<file path="config.mk">
export PLATFORM = sky130hd
export DESIGN_NAME = dlo_dual_rail_rx
export DESIGN_NICKNAME = d
export VERILOG_FILES = /design/src/rtl/dlo_dual_rail_rx.sv
export SDC_FILE = /design/constraint.sdc
export NUM_CORES = 1
export LEC_CHECK = 0
export BUFFER_PORTS_ARGS = -buffer_cell sky130_fd_sc_hd__buf_2
export CORE_UTILIZATION = 42
export DETAILED_ROUTE_END_ITERATION = 8
export GPL_TIMING_DRIVEN = 0
export HOLD_SLACK_MARGIN = 0.06
export PLACE_DENSITY = 0.67
export SETUP_SLACK_MARGIN = 0.4
export SLEW_MARGIN = 20
export SYNTH_ARGS = -nofsm -noshare
export SYNTH_HDL_FRONTEND = slang
export SYNTH_SLANG_ARGS = --single-unit
</file>
<file path="constraint.sdc">
create_clock -name CP -period 3.58 [get_ports CP]
set_input_delay 0.537 -clock CP [delete_from_list [all_inputs] [get_ports CP]]
set_output_delay 0.537 -clock CP [all_outputs]
set_load 0.005 [all_outputs]
</file>
<file path="src/rtl/dlo_dual_rail_rx.sv">
// Receiver for the DLO dual-rail precharge/evaluate link: detects spacer/codeword phases,
// decodes completed words into a small FIFO, flags protocol faults. Optional: DLO_RX_PARITY_EN.
module dlo_dual_rail_rx #(
  parameter int WIDTH   = 8,
  parameter int DEPTH   = 4,
  parameter int TIMEOUT = 15
) (
  input  logic             CP,
  input  logic             RN,
  input  logic [WIDTH-1:0] DR_T,
  input  logic [WIDTH-1:0] DR_F,
`ifdef DLO_RX_PARITY_EN
  input  logic             DP_T,
  input  logic             DP_F,
  output logic             ERR_PAR,
`endif
  output logic [WIDTH-1:0] O_DATA,
  output logic             O_VALID,
  input  logic             O_READY,
  output logic             ERR_RAIL,
  output logic             ERR_TMO,
  output logic [7:0]       DROP_CNT,
  input  logic             ERR_CLR,
  output logic             BUSY
);

  localparam int AW = $clog2(DEPTH);
`ifdef DLO_RX_PARITY_EN
  localparam int EW = WIDTH + 1;
  logic [EW-1:0] in_t, in_f;
  assign in_t = {DP_T, DR_T};
  assign in_f = {DP_F, DR_F};
`else
  localparam int EW = WIDTH;
  logic [EW-1:0] in_t, in_f;
  assign in_t = DR_T;
  assign in_f = DR_F;
`endif

  typedef enum logic {W_SPACER, W_DATA} state_t;

  logic [EW-1:0] rt_reg, rf_reg;
  logic [EW-1:0] bit_spacer, bit_valid, bit_illegal;
  logic          all_spacer, all_valid, any_illegal, parity_ok;
  state_t        state_reg, state_next;
  logic [7:0]    cnt_reg, cnt_next;
  logic          push, set_rail, set_tmo, set_par;

  always_ff @(posedge CP) begin
    if (!RN) begin
      rt_reg <= '0;
      rf_reg <= '0;
    end else begin
      rt_reg <= in_t;
      rf_reg <= in_f;
    end
  end

  generate
    for (genvar gi = 0; gi < EW; gi++) begin : g_bit
      assign bit_spacer[gi]  = ~rt_reg[gi] & ~rf_reg[gi];
      assign bit_valid[gi]   = rt_reg[gi] ^ rf_reg[gi];
      assign bit_illegal[gi] = rt_reg[gi] & rf_reg[gi];
    end
  endgenerate

  assign all_spacer  = &bit_spacer;
  assign all_valid   = &bit_valid;
  assign any_illegal = |bit_illegal;
`ifdef DLO_RX_PARITY_EN
  assign parity_ok = ~^rt_reg;
`else
  assign parity_ok = 1'b1;
`endif

  always_ff @(posedge CP) begin
    if (!RN) begin
      state_reg <= W_SPACER;
      cnt_reg   <= '0;
    end else begin
      state_reg <= state_next;
      cnt_reg   <= cnt_next;
    end
  end

  always_comb begin
    state_next = state_reg;
    cnt_next   = cnt_reg;
    push       = 1'b0;
    set_rail   = 1'b0;
    set_tmo    = 1'b0;
    set_par    = 1'b0;
    if (any_illegal) begin
      set_rail   = 1'b1;
      state_next = W_SPACER;
      cnt_next   = '0;
    end else begin
      case (state_reg)
        W_SPACER: begin
          cnt_next = '0;
          if (all_spacer) state_next = W_DATA;
        end
        default: begin
          if (all_valid) begin
            state_next = W_SPACER;
            cnt_next   = '0;
            if (parity_ok) push = 1'b1;
            else           set_par = 1'b1;
          end else if (all_spacer) begin
            cnt_next = '0;
          end else if (cnt_reg == 8'(TIMEOUT - 1)) begin
            // This partial cycle is the TIMEOUT-th one: abandon the word.
            set_tmo    = 1'b1;
            state_next = W_SPACER;
            cnt_next   = '0;
          end else begin
            cnt_next = cnt_reg + 8'd1;
          end
        end
      endcase
    end
  end

  assign BUSY = (state_reg == W_DATA) && !all_spacer;

  logic [WIDTH-1:0] mem_reg [DEPTH];
  logic [AW:0]      wr_ptr_reg, rd_ptr_reg;
  logic             empty, full, pop, push_ok, drop;

  assign empty   = (wr_ptr_reg == rd_ptr_reg);
  assign full    = (wr_ptr_reg[AW] != rd_ptr_reg[AW]) &&
                   (wr_ptr_reg[AW-1:0] == rd_ptr_reg[AW-1:0]);
  assign pop     = !empty && O_READY;
  assign push_ok = push && (!full || pop);
  assign drop    = push && full && !pop;

  always_ff @(posedge CP) begin
    if (RN && push_ok) mem_reg[wr_ptr_reg[AW-1:0]] <= rt_reg[WIDTH-1:0];
  end

  always_ff @(posedge CP) begin
    if (!RN) begin
      wr_ptr_reg <= '0;
      rd_ptr_reg <= '0;
    end else begin
      if (push_ok) wr_ptr_reg <= wr_ptr_reg + 1'b1;
      if (pop)     rd_ptr_reg <= rd_ptr_reg + 1'b1;
    end
  end

  // Stale RAM contents are masked so an empty FIFO always presents zero.
  assign O_VALID = !empty;
  assign O_DATA  = empty ? '0 : mem_reg[rd_ptr_reg[AW-1:0]];

  logic       err_rail_reg, err_tmo_reg;
  logic [7:0] drop_cnt_reg;

  always_ff @(posedge CP) begin
    if (!RN) begin
      err_rail_reg <= 1'b0;
      err_tmo_reg  <= 1'b0;
      drop_cnt_reg <= '0;
    end else begin
      err_rail_reg <= set_rail | (err_rail_reg & ~ERR_CLR);
      err_tmo_reg  <= set_tmo  | (err_tmo_reg  & ~ERR_CLR);
      if (drop)
        drop_cnt_reg <= ERR_CLR ? 8'd1 : ((drop_cnt_reg == 8'hFF) ? 8'hFF : drop_cnt_reg + 8'd1);
      else if (ERR_CLR)
        drop_cnt_reg <= '0;
    end
  end

  assign ERR_RAIL = err_rail_reg;
  assign ERR_TMO  = err_tmo_reg;
  assign DROP_CNT = drop_cnt_reg;

`ifdef DLO_RX_PARITY_EN
  logic err_par_reg;
  always_ff @(posedge CP) begin
    if (!RN) err_par_reg <= 1'b0;
    else     err_par_reg <= set_par | (err_par_reg & ~ERR_CLR);
  end
  assign ERR_PAR = err_par_reg;
`else
  logic unused_par;
  assign unused_par = set_par;
`endif

endmodule

</file>
==> qor.csv <==
metric,value,unit
outcome,completed,
flip-flop count of the largest register after layout,32,
cell taking the most area after synthesis,edfxtp_1,
number of cells in the design after placement,403,
number of clock sinks seen by CTS,75,
setup repair bufs after CTS,0,
upper clock frequency limit,420,MHz
depth of the worst register-to-register path,6,
via count of the first global-routing pass,2058,
final cell utilization of the core,51.4,%
Lkg Pwr,0.00154,uW
time the worst path needs with I/O delays and setup,2.38,ns
Area Growth Syn to Fin,15.6,%
total count of max-transition violations in the final report,0,
number of warnings issued by yosys,0,
post-route setup TNS,0,ns
hold path cells,2,
Final Hold Viols,0,
H-tree depth,3,
die area,8200,sq um
startpoint of the tightest hold check path,DR_F[7],
synth top area cells,"edfxtp_1, dfxtp_1, ha_1",
sequence of cells on the critical path,inv_1 -> ha_1 -> and4_1 -> nand3_1 -> nor3_1 -> and2_1,
number of rows created at floorplan,31,
overall overflow remaining after global route,0,
Antenna Cells,0,
total power,1580,uW
post-synthesis sequential area ratio,55.3,%
post-detail-place hpwl,3.99,mm
GRT Util Overall,15.4,%
buffer type at the clock tree root,clkbuf_8,
final RePlAce weighted congestion,0.743,
maximum number of pins on one net before global-route repair,17,
cts bufs inserted,9,
non-filler instance count after layout,419,
y dimension of the die,90.6,microns
largest voltage drop on the vdd net,0.000293,V
most used flip-flop cell after synthesis,dfxtp_1,
remaining antenna violation count,0,
required time at the worst-slack endpoint,3.59,ns
ratio of cells with drive above 1 in the final layout,23.8,%
clock slew at reported path FFs,0.08,ns
Max-cap violations,0,
count of endpoints failing setup in the final report,0,
number of antenna violations at the first check in global routing,0,
Register-to-Register Setup Slack,1.20,ns
IO Pins,40,
clock tree from TritonCTS,done,
average vias per placed instance,4.84,
Synth Register Bits,75,
# DRC,0,
DIE WIDTH,90.6,microns
Async SR Flop Fraction,0,%
clock latency of the later-clocked register in the worst-skew pair,0.35,ns
quantity of gates resized following cts,0,
Worst R2R End,mem_reg[0][2]$_DFFE_PP_,
CP peak stage delay,0.45,ns
worst relative slew slack,69.6,%
detailed router's first-iteration violation count,92,
Final Skew,0.0112,ns
power density relative to cell area,415,nW/um^2
Worst Hold Endpoint,rf_reg[7]$_SDFF_PN0_,
routed wire length per instance,13.5,microns
Post-Syn Instances,265,
launch instance of the worst register-to-register path,rt_reg[0]$_SDFF_PN0_,
Worst Path Arrival,2.39,ns
global-route wire length before repair,9.72,mm
library cell contributing the largest single delay on the critical path,dfxtp_1,
count of hold buffers inserted by post-cts repair,0,
mean instance size in the synthesized netlist,12.4,sq um
RSZ-0062 raised after global routing,false,
port bufs,39,
buffer depth of the longest clock path,2,
TritonRoute pass-1 iters,4,
Hold WS,0.385,ns
NumNets Final,359,
vias,2027,
count of unique library cells instantiated by Yosys,44,
starting density of the core,44.5,%
core area,7410,sq um
Crit Path Category,flip-flop to flip-flop,
nature of the critical path startpoint,flip-flop,
share of Yosys cell area claimed by the top area cell type,29.2,%
post-detailed-routing wire length,5.64,mm
number of enable flip-flop cells after synthesis,32,
Worst Path Max Fanout,8,
Setup crit end kind,flip-flop,
net count of the mapped netlist,309,
synthesized cell area,3300,sq um
Tightest Hold Check Type,input pin to flip-flop,
final period utilization,66.5,%
Least-Margin Pin Slew,0.456,ns
==> worst max path at each step <==
stage                               startpoint                 endpoint  slack [ns]  cells after the start
after global placement                      RN  mem_reg[2][6]$_DFFE_PP_        1.27                      5
after floorplan           rt_reg[7]$_SDFF_PN0_  mem_reg[3][0]$_DFFE_PP_        1.66                      6
after CTS                 rt_reg[6]$_SDFF_PN0_  mem_reg[0][2]$_DFFE_PP_        1.15                      6
after detailed placement  rt_reg[1]$_SDFF_PN0_  mem_reg[0][6]$_DFFE_PP_        1.16                      6
after global routing      rt_reg[6]$_SDFF_PN0_  mem_reg[1][2]$_DFFE_PP_        0.95                      6
final                     rt_reg[0]$_SDFF_PN0_  mem_reg[0][2]$_DFFE_PP_        1.20                      6
==> power breakdown <==
part	leakage [uW]	total [uW]	switching, uW	internal, uW
combinational	0.000788	51.9	26.0	25.9
sequential	0.000654	912	11.8	900
clock	0.0000951	619	350	269
==> cell usage after synthesis, drive strengths merged, types with 3 or more instances <==
cell and instances:
dfxtp 43, and2 34, edfxtp 32, ha 24, inv 23, nor2 12
nand2 9, mux4 8, nand3 7, clkbuf 6, xor2 6, a21oi 5
nand4 5, nor3 5, xnor2 5, and4 4, nor2b 4, a211oi 3
o21ai 3
==> routing by layer <==
metal	global-route usage, %	up-vias	part of all wire, %
li1	-	1034	-
met1	19.5	946	47
met2	24.6	38	47
met3	3.03	9	3.0
met4	8.87	0	2.3
met5	0	-	0
==> per-stage QoR <==
step           instance area (sq um)  setup slack (ns)
3_3_place_gp                    3610              1.27
2_1_floorplan                   3300              1.66
6_report                        3810              1.20
5_1_grt                         3810             0.954
3_5_place_dp                    3610              1.16
4_1_cts                         3810              1.15
==> critical path, delay by kind of cell, from the launching register on <==
family / cells / cell delay [ns]
flip-flops: 1 / 0.45
buffers and inverters: 1 / 0.09
adder cells (fa/ha/maj): 1 / 0.29
AND/OR/NAND/NOR: 4 / 1.21
==> cell usage in the layout, fill, tap and decap left out, types with 2 or more instances in the layout <==
cell type and count:
nor3_1 3, ha_1 24, nand2b_1 2, o21ai_0 3
clkinv_4 2, nand3_1 7, and2_1 32, buf_2 40
dfxtp_1 43, clkbuf_1 6, edfxtp_1 32, and2_2 2
mux4_2 8, inv_6 2, clkbuf_8 9, mux2i_1 2
a21oi_1 5, nor4_2 2, nor2_1 12, a211oi_2 2
a41oi_1 2, inv_1 23, xor2_1 6, nand2_1 9
and4_1 4, nor2b_1 4, a41o_1 2, xnor2_1 5
nand4b_1 2, nand4_1 5
==> cell families (layout without fill, tap and decap cells) <==
logic type	count (synthesis)	after routing	synth area share [%]
simple gates	94	94	17.8
xor+xnor	11	11	2.92
flops	75	75	55.3
mux	10	10	6.07
compound gates	20	20	4.97
buf+inv	31	86	3.80
fa+ha+maj	24	24	9.11
==> cell type report <==
type / instances / area (sq um)
Buffer: 8 / 38.8
Clock buffer: 9 / 124
Clock inverter: 7 / 70.1
Fill cell: 643 / 3600
Inverter: 23 / 86.3
Multi-Input combinational cell: 159 / 1350
Sequential cell: 75 / 1820
Tap cell: 99 / 124
Timing Repair Buffer: 39 / 195
(Power assumes the default switching activity.)
